==> config.mk <==
export PLATFORM = sky130hd
export DESIGN_NAME = alu_rr_sched
export DESIGN_NICKNAME = d
export VERILOG_FILES = /design/src/rtl/alu_rr_sched.sv
export SDC_FILE = /design/constraint.sdc
export NUM_CORES = 1
export LEC_CHECK = 0
export BUFFER_PORTS_ARGS = -buffer_cell sky130_fd_sc_hd__buf_4
export CAP_MARGIN = 20
export CELL_PAD_IN_SITES_DETAIL_PLACEMENT = 0
export CELL_PAD_IN_SITES_GLOBAL_PLACEMENT = 2
export CORE_ASPECT_RATIO = 0.5
export CORE_MARGIN = 10
export CORE_UTILIZATION = 24
export CTS_CLUSTER_DIAMETER = 80
export DETAILED_ROUTE_END_ITERATION = 8
export GPL_TIMING_DRIVEN = 0
export PLACE_DENSITY = 0.78
export REMOVE_ABC_BUFFERS = 1
export SYNTH_ARGS = -nofsm -noshare
export SYNTH_HDL_FRONTEND = slang
export SYNTH_SLANG_ARGS = --single-unit
==> constraint.sdc <==
create_clock -name clk -period 1.65 [get_ports clk]
set_input_delay 0.0825 -clock clk [delete_from_list [all_inputs] [get_ports clk]]
set_output_delay 0.0825 -clock clk [all_outputs]
set_load 0.01 [all_outputs]
==> src/rtl/alu_rr_sched.sv <==
// Shares one external 8-bit ALU among N_REQ requesters; one op in flight, tagged response over valid/ready.
// Build with ALU_SCHED_FIXED_PRI_EN defined for fixed lowest-index priority instead of round-robin.
module alu_rr_sched #(
  parameter int N_REQ = 4,
  parameter int ID_W  = 2
) (
  input  logic               clk,
  input  logic               rst_n,
  input  logic [N_REQ-1:0]   req_valid,
  output logic [N_REQ-1:0]   req_ready,
  input  logic [N_REQ*8-1:0] req_a,
  input  logic [N_REQ*8-1:0] req_b,
  input  logic [N_REQ*2-1:0] req_sel,
  output logic [7:0]         alu_a,
  output logic [7:0]         alu_b,
  output logic [1:0]         alu_sel,
  input  logic [7:0]         alu_out,
  input  logic               alu_carry,
  output logic               resp_valid,
  input  logic               resp_ready,
  output logic [7:0]         resp_data,
  output logic               resp_carry,
  output logic [ID_W-1:0]    resp_id,
  output logic               busy
);

  typedef enum logic [1:0] {IDLE, EXEC, RESP} state_t;

  state_t            state_q;
  logic [7:0]        op_a_q, op_b_q;
  logic [1:0]        op_sel_q;
  logic [7:0]        resp_data_q;
  logic              resp_carry_q;
  logic [ID_W-1:0]   resp_id_q;
  logic              resp_valid_q;

  logic [ID_W-1:0]   search_start;
  logic [ID_W:0]     cand;
  logic              win_found;
  logic [ID_W-1:0]   win_idx;

`ifdef ALU_SCHED_FIXED_PRI_EN
  assign search_start = '0;
`else
  logic [ID_W-1:0]   rr_ptr_q;
  logic [ID_W-1:0]   rr_ptr_d;
  assign search_start = rr_ptr_q;
  assign rr_ptr_d     = (win_idx == ID_W'(N_REQ - 1)) ? '0 : win_idx + 1'b1;
`endif

  // Circular search starting at search_start, wrapping modulo N_REQ.
  always_comb begin
    win_found = 1'b0;
    win_idx   = '0;
    cand      = '0;
    for (int k = 0; k < N_REQ; k++) begin
      cand = {1'b0, search_start} + (ID_W+1)'(k);
      if (cand >= (ID_W+1)'(N_REQ)) cand = cand - (ID_W+1)'(N_REQ);
      if (!win_found && req_valid[cand[ID_W-1:0]]) begin
        win_found = 1'b1;
        win_idx   = cand[ID_W-1:0];
      end
    end
  end

  // Grant is combinational in IDLE; rst_n gating keeps it low while reset is held.
  always_comb begin
    req_ready = '0;
    if (rst_n && (state_q == IDLE) && win_found) req_ready[win_idx] = 1'b1;
  end

  always_ff @(posedge clk or negedge rst_n) begin
    if (!rst_n) begin
      state_q      <= IDLE;
      op_a_q       <= '0;
      op_b_q       <= '0;
      op_sel_q     <= '0;
      resp_data_q  <= '0;
      resp_carry_q <= 1'b0;
      resp_id_q    <= '0;
      resp_valid_q <= 1'b0;
`ifndef ALU_SCHED_FIXED_PRI_EN
      rr_ptr_q     <= '0;
`endif
    end else begin
      case (state_q)
        IDLE: begin
          if (win_found) begin
            op_a_q    <= req_a[win_idx*8 +: 8];
            op_b_q    <= req_b[win_idx*8 +: 8];
            op_sel_q  <= req_sel[win_idx*2 +: 2];
            resp_id_q <= win_idx;
`ifndef ALU_SCHED_FIXED_PRI_EN
            rr_ptr_q  <= rr_ptr_d;
`endif
            state_q   <= EXEC;
          end
        end
        EXEC: begin
          resp_data_q  <= alu_out;
          resp_carry_q <= alu_carry;
          resp_valid_q <= 1'b1;
          state_q      <= RESP;
        end
        RESP: begin
          if (resp_ready) begin
            resp_valid_q <= 1'b0;
            state_q      <= IDLE;
          end
        end
        default: state_q <= IDLE;
      endcase
    end
  end

  assign alu_a      = op_a_q;
  assign alu_b      = op_b_q;
  assign alu_sel    = op_sel_q;
  assign resp_valid = resp_valid_q;
  assign resp_data  = resp_data_q;
  assign resp_carry = resp_carry_q;
  assign resp_id    = resp_id_q;
  assign busy       = (state_q != IDLE);

endmodule

==> out/qor.yml, run 1 <==
status: "complete, but fails checks"
violations: "negative setup slack"
detail_route.wl_per_cell_microns: 18.8
port_buffers: 122
combPwrFrac_pct: 56.4
p_leak_uw: 0.00167
worst_pin_slew_ps: 517
grt_pass1_vias: 2092
cts_buffers: 5
endpoint_kind: "primary output"
yosysWarnings: 0
die_y_microns: 82.7
pre_cts_slack_ps: -386
grt_max_degree: 35
timing.final.ws_setup_ps: -158
hold_viol: 0
die_w_microns: 145
clk_path_buf_depth: 2
cts_root_buf: "clkbuf_16"
clock_latency_ps: 270
cellPowerDensity_nw_per_um2: 1770
ios: 123
route.vias.total: 1861
cts_tree: "yes"
p_sw_uw: 2150
path_clk_slew_ps: 50
p_total_uw: 5870
relSlewSlack_pct: 65.4
ys_seq_area_share_pct: 45.1
drc: 0
final_common_cell: "buf_4"
synth_edf_count: 0
peakVddDrop_uv: 591
grt_antenna_before_repair: 0
seqPwrFrac_pct: 26.0
synth_cell_types: 28
synth-seq-cells: 34
coreArea_sq_um: 7490
timing.hold.ws_ps: 43.9
slew_viol_final: 0
finalSetupViolations: 22
fin_tns_setup_ps: -1680
hpwl_microns: 5660
crit_fanout: 4
layout-drive-gt1-share_pct: 58.1
syn_area_sq_um: 1890
intPower_uw: 3720
critPathLaunchType: "flip-flop"
areaGrowthSynthToFinish_pct: 76.2
period_minus_slack_ps: 1810
initial_utilization_pct: 25.2
syn_area_per_cell_sq_um: 11.3
grt_pass1_wl_microns: 11500
syn_inst: 167
dp_cells: 388
cap_viol_max_count: 0
fmax_ghz: 0.553
n_antenna_cell: 0
yosysTopAreaCell: "dfrtp_1"
first_iter_violations: 132
ant_nets: 0
crit_type: "reg -> out"
htree_levels: 2
cts.sinks: 34
dieArea_sq_um: 12000
rows: 22
instances_no_fill: 411
arrival_ps: 1730
required_ps: 1570
synth_top_area_share_pct: 45.1
synthTopCellsByArea: "dfrtp_1 (45%), mux2i_1 (19%), o221ai_1 (8.4%)"
drt-pass1-iter-count: 4
fin_nets: 392
hold_path.class: "in -> reg"
avgViaCountPerCell: 4.53
grt_remaining_overflow: 0
ys.flop_type: "dfrtp_1"
post-route-period-util_pct: 110
async_flop_share_pct: 100
p_clk_share_pct: 17.6
gp_congestion: 0.717
mostFrequentLayoutCells: "buf_4 (129), mux2i_1 (34), dfrtp_1 (33)"
swShare_pct: 36.6
grt_setup_unrepaired: "true"
grt_usage_pct: 12.0
clock-skew-final_ps: 5.86
drt-total-wl_microns: 7740
==> sequential cells by signal (all words and copies together) (netlist names) <==
| name | flops |
|---|---|
| resp_id | 2 |
| resp_valid | 1 |
| state_q | 2 |
| resp_carry | 1 |
| resp_data | 8 |
| rr_ptr_q | 2 |
| alu_sel | 2 |
| alu_b | 8 |
| alu_a | 8 |
==> timing repair <==
action | 4_1_cts | 5_1_grt
buffers inserted | 7 | 3
hold buffers | 2 | 0
setup endpoints to repair | 33 | 25
pin swaps | 6 | 1
hold endpoints to repair | 34 | 0
gates resized for setup | 23 | 6
cloned | 3 | 0
==> worst max-delay path, stage by stage, from the launching register on <==
cell	delay [ps]
dfrtp_1	410
nand2b_4	160
a21oi_4	50
a211o_4	280
buf_12	140
ha_4	140
and3_4	160
buf_6	110
==> power by group through the flow <==
stage | clock, uW | combinational [uW] | sequential [uW]
final | 1030 | 3310 | 1530
after global routing | 1110 | 3590 | 1580
after CTS | 1060 | 3260 | 1530
after detailed placement | 0 | 2800 | 1530
after global placement | 0 | 2750 | 1500
after floorplan | 0 | 1370 | 1670
==> synth_stat cells, types with 2 or more instances <==
cell	instances
nand2b_1	2
inv_2	2
inv_1	4
a21oi_1	5
nor2_1	4
mux2_2	9
dfrtp_1	34
nand2_1	25
mux2i_1	36
and3_1	2
buf_6	7
clkbuf_1	3
ha_1	2
o221ai_1	18
==> final cells by class <==
cell class                      count  area (sq um)
Inverter                            7          43.8
Sequential cell                    34           852
Multi-Input combinational cell    117          1010
Timing Repair Buffer              137          1120
Clock inverter                      1          30.0
Clock buffer                        7           133
Tap cell                          108           135
Fill cell                         722          4160
==> layer usage <==
metal / vias to the layer above / wire, microns / GRT usage (%)
met2: 29 / 4570 / 24.6
met5: - / 0 / 0
met1: 935 / 2880 / 12.9
met3: 10 / 177 / 2.06
li1: 887 / - / -
met4: 0 / 105 / 3.11
==> cell families after synthesis <==
| logic type | share of synthesized area, % |
|---|---|
| multiplexers | 24.5 |
| AND/OR/NAND/NOR | 9.82 |
| flip-flops | 45.1 |
| AO/OA/AOI/OAI | 13.0 |
| buffers and inverters | 6.24 |
| adder cells (fa/ha/maj) | 1.33 |
==> stage by stage <==
step                instance area [sq um]  util (%)
detailed placement                   2870      38.3
finish                               3320      44.4
floorplan                            1800         -
global route                         3320      44.4
global placement                     2850      38.0
CTS                                  3280      43.8
==> worst paths after layout <==
| kind | end | from | cells after the start | slack, ps |
|---|---|---|---|---|
| max reg2reg | alu_b[2] | rr_ptr_q[0] | 7 | -150 |
| min reg2reg | resp_id[1] | resp_id[1] | 2 | 480 |
| min in group asynchronous | resp_data[0] | rst_n | 3 | 360 |
| max | req_ready[2] | rr_ptr_q[0] | 7 | -160 |
| min | resp_data[7] | alu_out[7] | 2 | 40 |
| max in group asynchronous | rr_ptr_q[1] | rst_n | 3 | 1100 |
No activity file was read; power rests on OpenSTA's default activity.
==> run 2: changes to the inputs <==
Settings changed: CORE_UTILIZATION 24 to 25, PLACE_DENSITY 0.78 to 0.81.
Clock period 1.65 ns to 2.1 ns, I/O delays scaled along.
==> out/qor.yml, run 2 (same netlist as run 1, synthesis figures left out) <==
post-route-period-util_pct: 95.4
worst_pin_slew_ps: 842
slew_viol_final: 0
grt_max_degree: 38
critPathLaunchType: "flip-flop"
layout-drive-gt1-share_pct: 53.7
initial_utilization_pct: 25.8
mostFrequentLayoutCells: "buf_4 (125), mux2i_1 (36), dfrtp_1 (34)"
die_w_microns: 143
coreArea_sq_um: 7320
worstRegToRegCells: 5
cts_buffers: 5
drt-pass1-iter-count: 4
gp_congestion: 0.716
areaGrowthSynthToFinish_pct: 65.0
drt-total-wl_microns: 6750
fillerInstances: 711
cts_tree: "yes"
peakVddDrop_uv: 423
grt_setup_unrepaired: "false"
cellPowerDensity_nw_per_um2: 1350
cp.depth: 7
crit_type: "reg -> out"
gr-usage-met1_pct: 11.8
detail_route.wl_per_cell_microns: 17.3
cts.sinks: 34
instances_no_fill: 390
die_y_microns: 81.4
timing.rr.start: "state_q[0]"
status: "completed"
endpoint_kind: "primary output"
hold_path.class: "in -> reg"
cap_viol_max_count: 0
ant_nets: 0
crit_path_max_incr_delay_ps: 400
clock_latency_ps: 270
path_buf_inv: 2
grt_usage_pct: 10.8
finalSetupViolations: 0
reg2reg_slack_ps: 320
required_ps: 2000
hpwl_microns: 5180
crit_family: "compound AO/OA/AOI/OAI gates"
cp_slowest_cell: "dfrtp_1"
drc: 0
p_leak_uw: 0.00161
fmax_ghz: 0.499
final_common_cell: "buf_4"
grt_antenna_before_repair: 0
grt_remaining_overflow: 0
cts_root_buf: "clkbuf_16"
path_clk_slew_ps: 50
grt_pass1_vias: 1881
port_buffers: 122
cp-endpoint: "req_ready[2]"
use_met3_pct: 2.19
ios: 123
dp_cells: 376
avgViaCountPerCell: 4.57
clk_path_buf_depth: 2
cp_cell_sequence: "nand2b_4 -> a21oi_2 -> a211o_4 -> buf_16 -> ha_1 -> and3_1 -> buf_4"
crit_fanout: 10
worstReg2RegEnd: "alu_a[0]"
p_total_uw: 4190
arrival_ps: 1900
grt_pass1_wl_microns: 9930
fin_tns_setup_ps: 0
rows: 22
dieArea_sq_um: 11600
htree_levels: 2
clock-skew-final_ps: 4.09
crit_path_start: "rr_ptr_q[0]"
utilization_pct: 42.5
period_minus_slack_ps: 2000
fin_nets: 383
relSlewSlack_pct: 43.8
hold_viol: 0
first_iter_violations: 82
grt_use_met2_pct: 21.1
n_antenna_cell: 0
route.vias.total: 1782
top_usage_layer: "met2"
run 2: changes by cell type in the layout (fill, tap and decap cells not counted), moves of 2 or more:
| cell | change |
|---|---|
| ha_1 | +2 |
| ha_4 | -2 |
| and3_4 | -2 |
| clkinv_2 | +2 |
| and3_1 | +2 |
| buf_6 | -2 |
| buf_12 | -3 |
| buf_4 | -4 |
| mux2i_1 | +2 |
| mux2i_2 | -2 |
run 2: layout make-up:
cell class                      instances  area (sq um)  share of cell area, %
Sequential cell                        34           851                   27.3
Clock buffer                            7           143                   4.58
Timing Repair Buffer                  128          1000                   32.2
Multi-Input combinational cell        117           965                   31.0
Inverter                                7          27.5                  0.885
Tap cell                               96           120                   3.86
Clock inverter                          1          5.00                  0.161
run 2: routing by layer:
metal  vias to the layer above  share of wire [%]
li1                        869                  -
met1                       874                 39
met2                        37                 57
met3                         2                3.5
met4                         0               0.71
met5                         -                  0
run 2: metrics by stage:
step	hold WS, ps	setup WS (ps)	instance area, sq um
floorplan	-191	-411	1800
global placement	90.0	-908	2830
detailed placement	94.5	-77.5	2860
CTS	60.1	2.74	3050
global route	56.7	4.99	3110
finish	65.2	95.8	3110
run 2: worst min-delay path by stage:
stage	cells after the start	start	slack [ps]	to
final	2	alu_out[4]	70	resp_data[4]
after global placement	1	rst_n	90	resp_data[0]
after CTS	2	alu_out[0]	60	resp_data[0]
after floorplan	0	rst_n	-190	alu_a[0]
after global routing	2	alu_carry	60	resp_carry
after detailed placement	1	rst_n	90	resp_data[0]
run 2: repair_timing:
action,4_1_cts,5_1_grt
cloned,1,1
hold buffers,1,0
gates resized for setup,2,4
buffers inserted,1,2
pin swaps,1,2
endpoints found under the hold margin,34,0
endpoints found under the setup margin,3,2
run 2: where the power goes:
group	total [uW]	internal [uW]	switching, uW
sequential	1200	995	202
combinational	2270	1170	1100
clock	719	469	250
total	4190	2640	1550
==> run 3: changes to the inputs <==
==> constraint.sdc (replaced) <==
create_clock -name clk -period 2.1 [get_ports clk]
set_input_delay 0.21 -clock clk [delete_from_list [all_inputs] [get_ports clk]]
set_output_delay 0.21 -clock clk [all_outputs]
set_load 0.01 [all_outputs]
==> out/qor.yml, run 3 (same netlist as run 1, synthesis figures left out) <==
seqPwrFrac_pct: 28.2
worstRegToRegCells: 7
p_sw_uw: 1570
cts.sinks: 34
fin_nets: 385
cts_buffers: 5
worstReg2RegEnd: "alu_a[0]"
status: "completed"
cp_slowest_cell: "dfrtp_1"
hold_viol: 0
gp_congestion: 0.716
drt-pass1-iter-count: 4
first_iter_violations: 96
crit_type: "reg -> out"
seq_area_sq_um: 852
p_total_uw: 4250
cp_cell_sequence: "nand2b_4 -> a21oi_4 -> a211o_4 -> buf_16 -> ha_1 -> and3_4 -> buf_6"
swShare_pct: 36.8
path_clk_slew_ps: 50
grt_pass1_vias: 1938
hpwl_microns: 5180
dieArea_sq_um: 11600
ios: 123
die_w_microns: 143
combPwrFrac_pct: 54.8
avgViaCountPerCell: 4.66
fillerInstances: 710
htree_levels: 2
grt_max_degree: 38
crit_fanout: 4
timing.rr.start: "rr_ptr_q[0]"
p_leak_uw: 0.00162
detail_route.wl_per_cell_microns: 17.7
path_buf_inv: 2
clk_path_buf_depth: 2
peakVddDrop_uv: 440
grt_setup_unrepaired: "true"
critPathLaunchType: "flip-flop"
areaGrowthSynthToFinish_pct: 66.6
cp.depth: 7
fin_tns_setup_ps: 0
endpoint_kind: "primary output"
route.vias.total: 1827
rows: 22
p_clk_share_pct: 17.0
crit_path_start: "rr_ptr_q[0]"
cap_viol_max_count: 0
mostFrequentLayoutCells: "buf_4 (125), mux2i_1 (36), dfrtp_1 (33)"
n_antenna_cell: 0
cts_root_buf: "clkbuf_16"
arrival_ps: 1840
reg2reg_slack_ps: 180
post-route-period-util_pct: 97.4
multi_input_area_sq_um: 975
hold_path.class: "in -> reg"
clock_latency_ps: 270
cellPowerDensity_nw_per_um2: 1350
coreArea_sq_um: 7320
grt_usage_pct: 11.1
layout-drive-gt1-share_pct: 54.7
required_ps: 1890
dp_cells: 376
cts_tree: "yes"
drc: 0
die_y_microns: 81.4
ant_nets: 0
slew_viol_final: 0
fmax_ghz: 0.489
finalSetupViolations: 0
crit_path_max_incr_delay_ps: 400
initial_utilization_pct: 25.8
drt-total-wl_microns: 6930
clock-skew-final_ps: 4.08
intPower_uw: 2680
utilization_pct: 42.9
instances_no_fill: 392
final_common_cell: "buf_4"
port_buffers: 122
relSlewSlack_pct: 43.8
worst_pin_slew_ps: 841
grt_pass1_wl_microns: 10200
cp-endpoint: "req_ready[2]"
grt_remaining_overflow: 0
grt_antenna_before_repair: 0
crit_family: "flip-flops"
period_minus_slack_ps: 2050
==> run 3: cell count changes in the layout (fill, tap and decap cells not counted), sizes merged <==
cell | previous run | this run
clkbuf | 8 | 7
buf | 126 | 127
a31o | 1 | 2
bufbuf | 0 | 1
==> run 3: metal layers <==
metal	GRT usage (%)	wire (microns)
met4	3.37	60
met2	21.8	3940
met5	0	0
met1	12.1	2630
met3	2.19	302
==> run 3: power groups by stage <==
stage	Combinational [uW]	Sequential [uW]	Clock (uW)
floorplan	1080	1310	0
detailed placement	2180	1200	0
finish	2330	1200	723
global placement	2130	1180	0
CTS	2340	1200	747
global route	2520	1260	776
==> run 3: worst register-to-register path: cells and delay by family (launching register included) <==
family,cells,cell delay (ps)
AND/OR/NAND/NOR,1,160
buffers and inverters,2,570
multiplexers,1,190
flip-flops,1,410
AO/OA/AOI/OAI,3,440
==> run 3: repair_timing <==
item                                   CTS  global route
setup buffers                            4             1
hold buffers                             1             0
cloned                                   2             1
endpoints found under the hold margin   34             0
resized for setup                        4             5
setup endpoints to repair                3             4
pin swaps                                3             1
==> run 3: worst min path at each step <==
stage               slack (ps)       start      endpoint  depth (start not counted)
CTS                        170  alu_out[0]  resp_data[0]                          2
global placement           190       rst_n  resp_data[0]                          1
finish                     170  alu_out[4]  resp_data[4]                          2
detailed placement         200       rst_n  resp_data[0]                          1
global route               160   alu_carry    resp_carry                          2
floorplan                  -90       rst_n      alu_a[0]                          0
==> run 3: area by class of cell <==
cell class	count	share of cell area (%)
Multi-Input combinational cell	118	31.0
Clock inverter	1	0.159
Clock buffer	7	4.54
Sequential cell	34	27.1
Inverter	7	0.876
Timing Repair Buffer	129	32.5
Tap cell	96	3.82
==> run 3: stage by stage <==
step / cell area, sq um / hold slack [ps] / worst slack [ps]
finish: 3140 / 169 / 54.5
global placement: 2830 / 195 / -1010
CTS: 3120 / 165 / 9.94
global route: 3140 / 162 / -30.3
floorplan: 1800 / -85.6 / -511
detailed placement: 2860 / 200 / -183
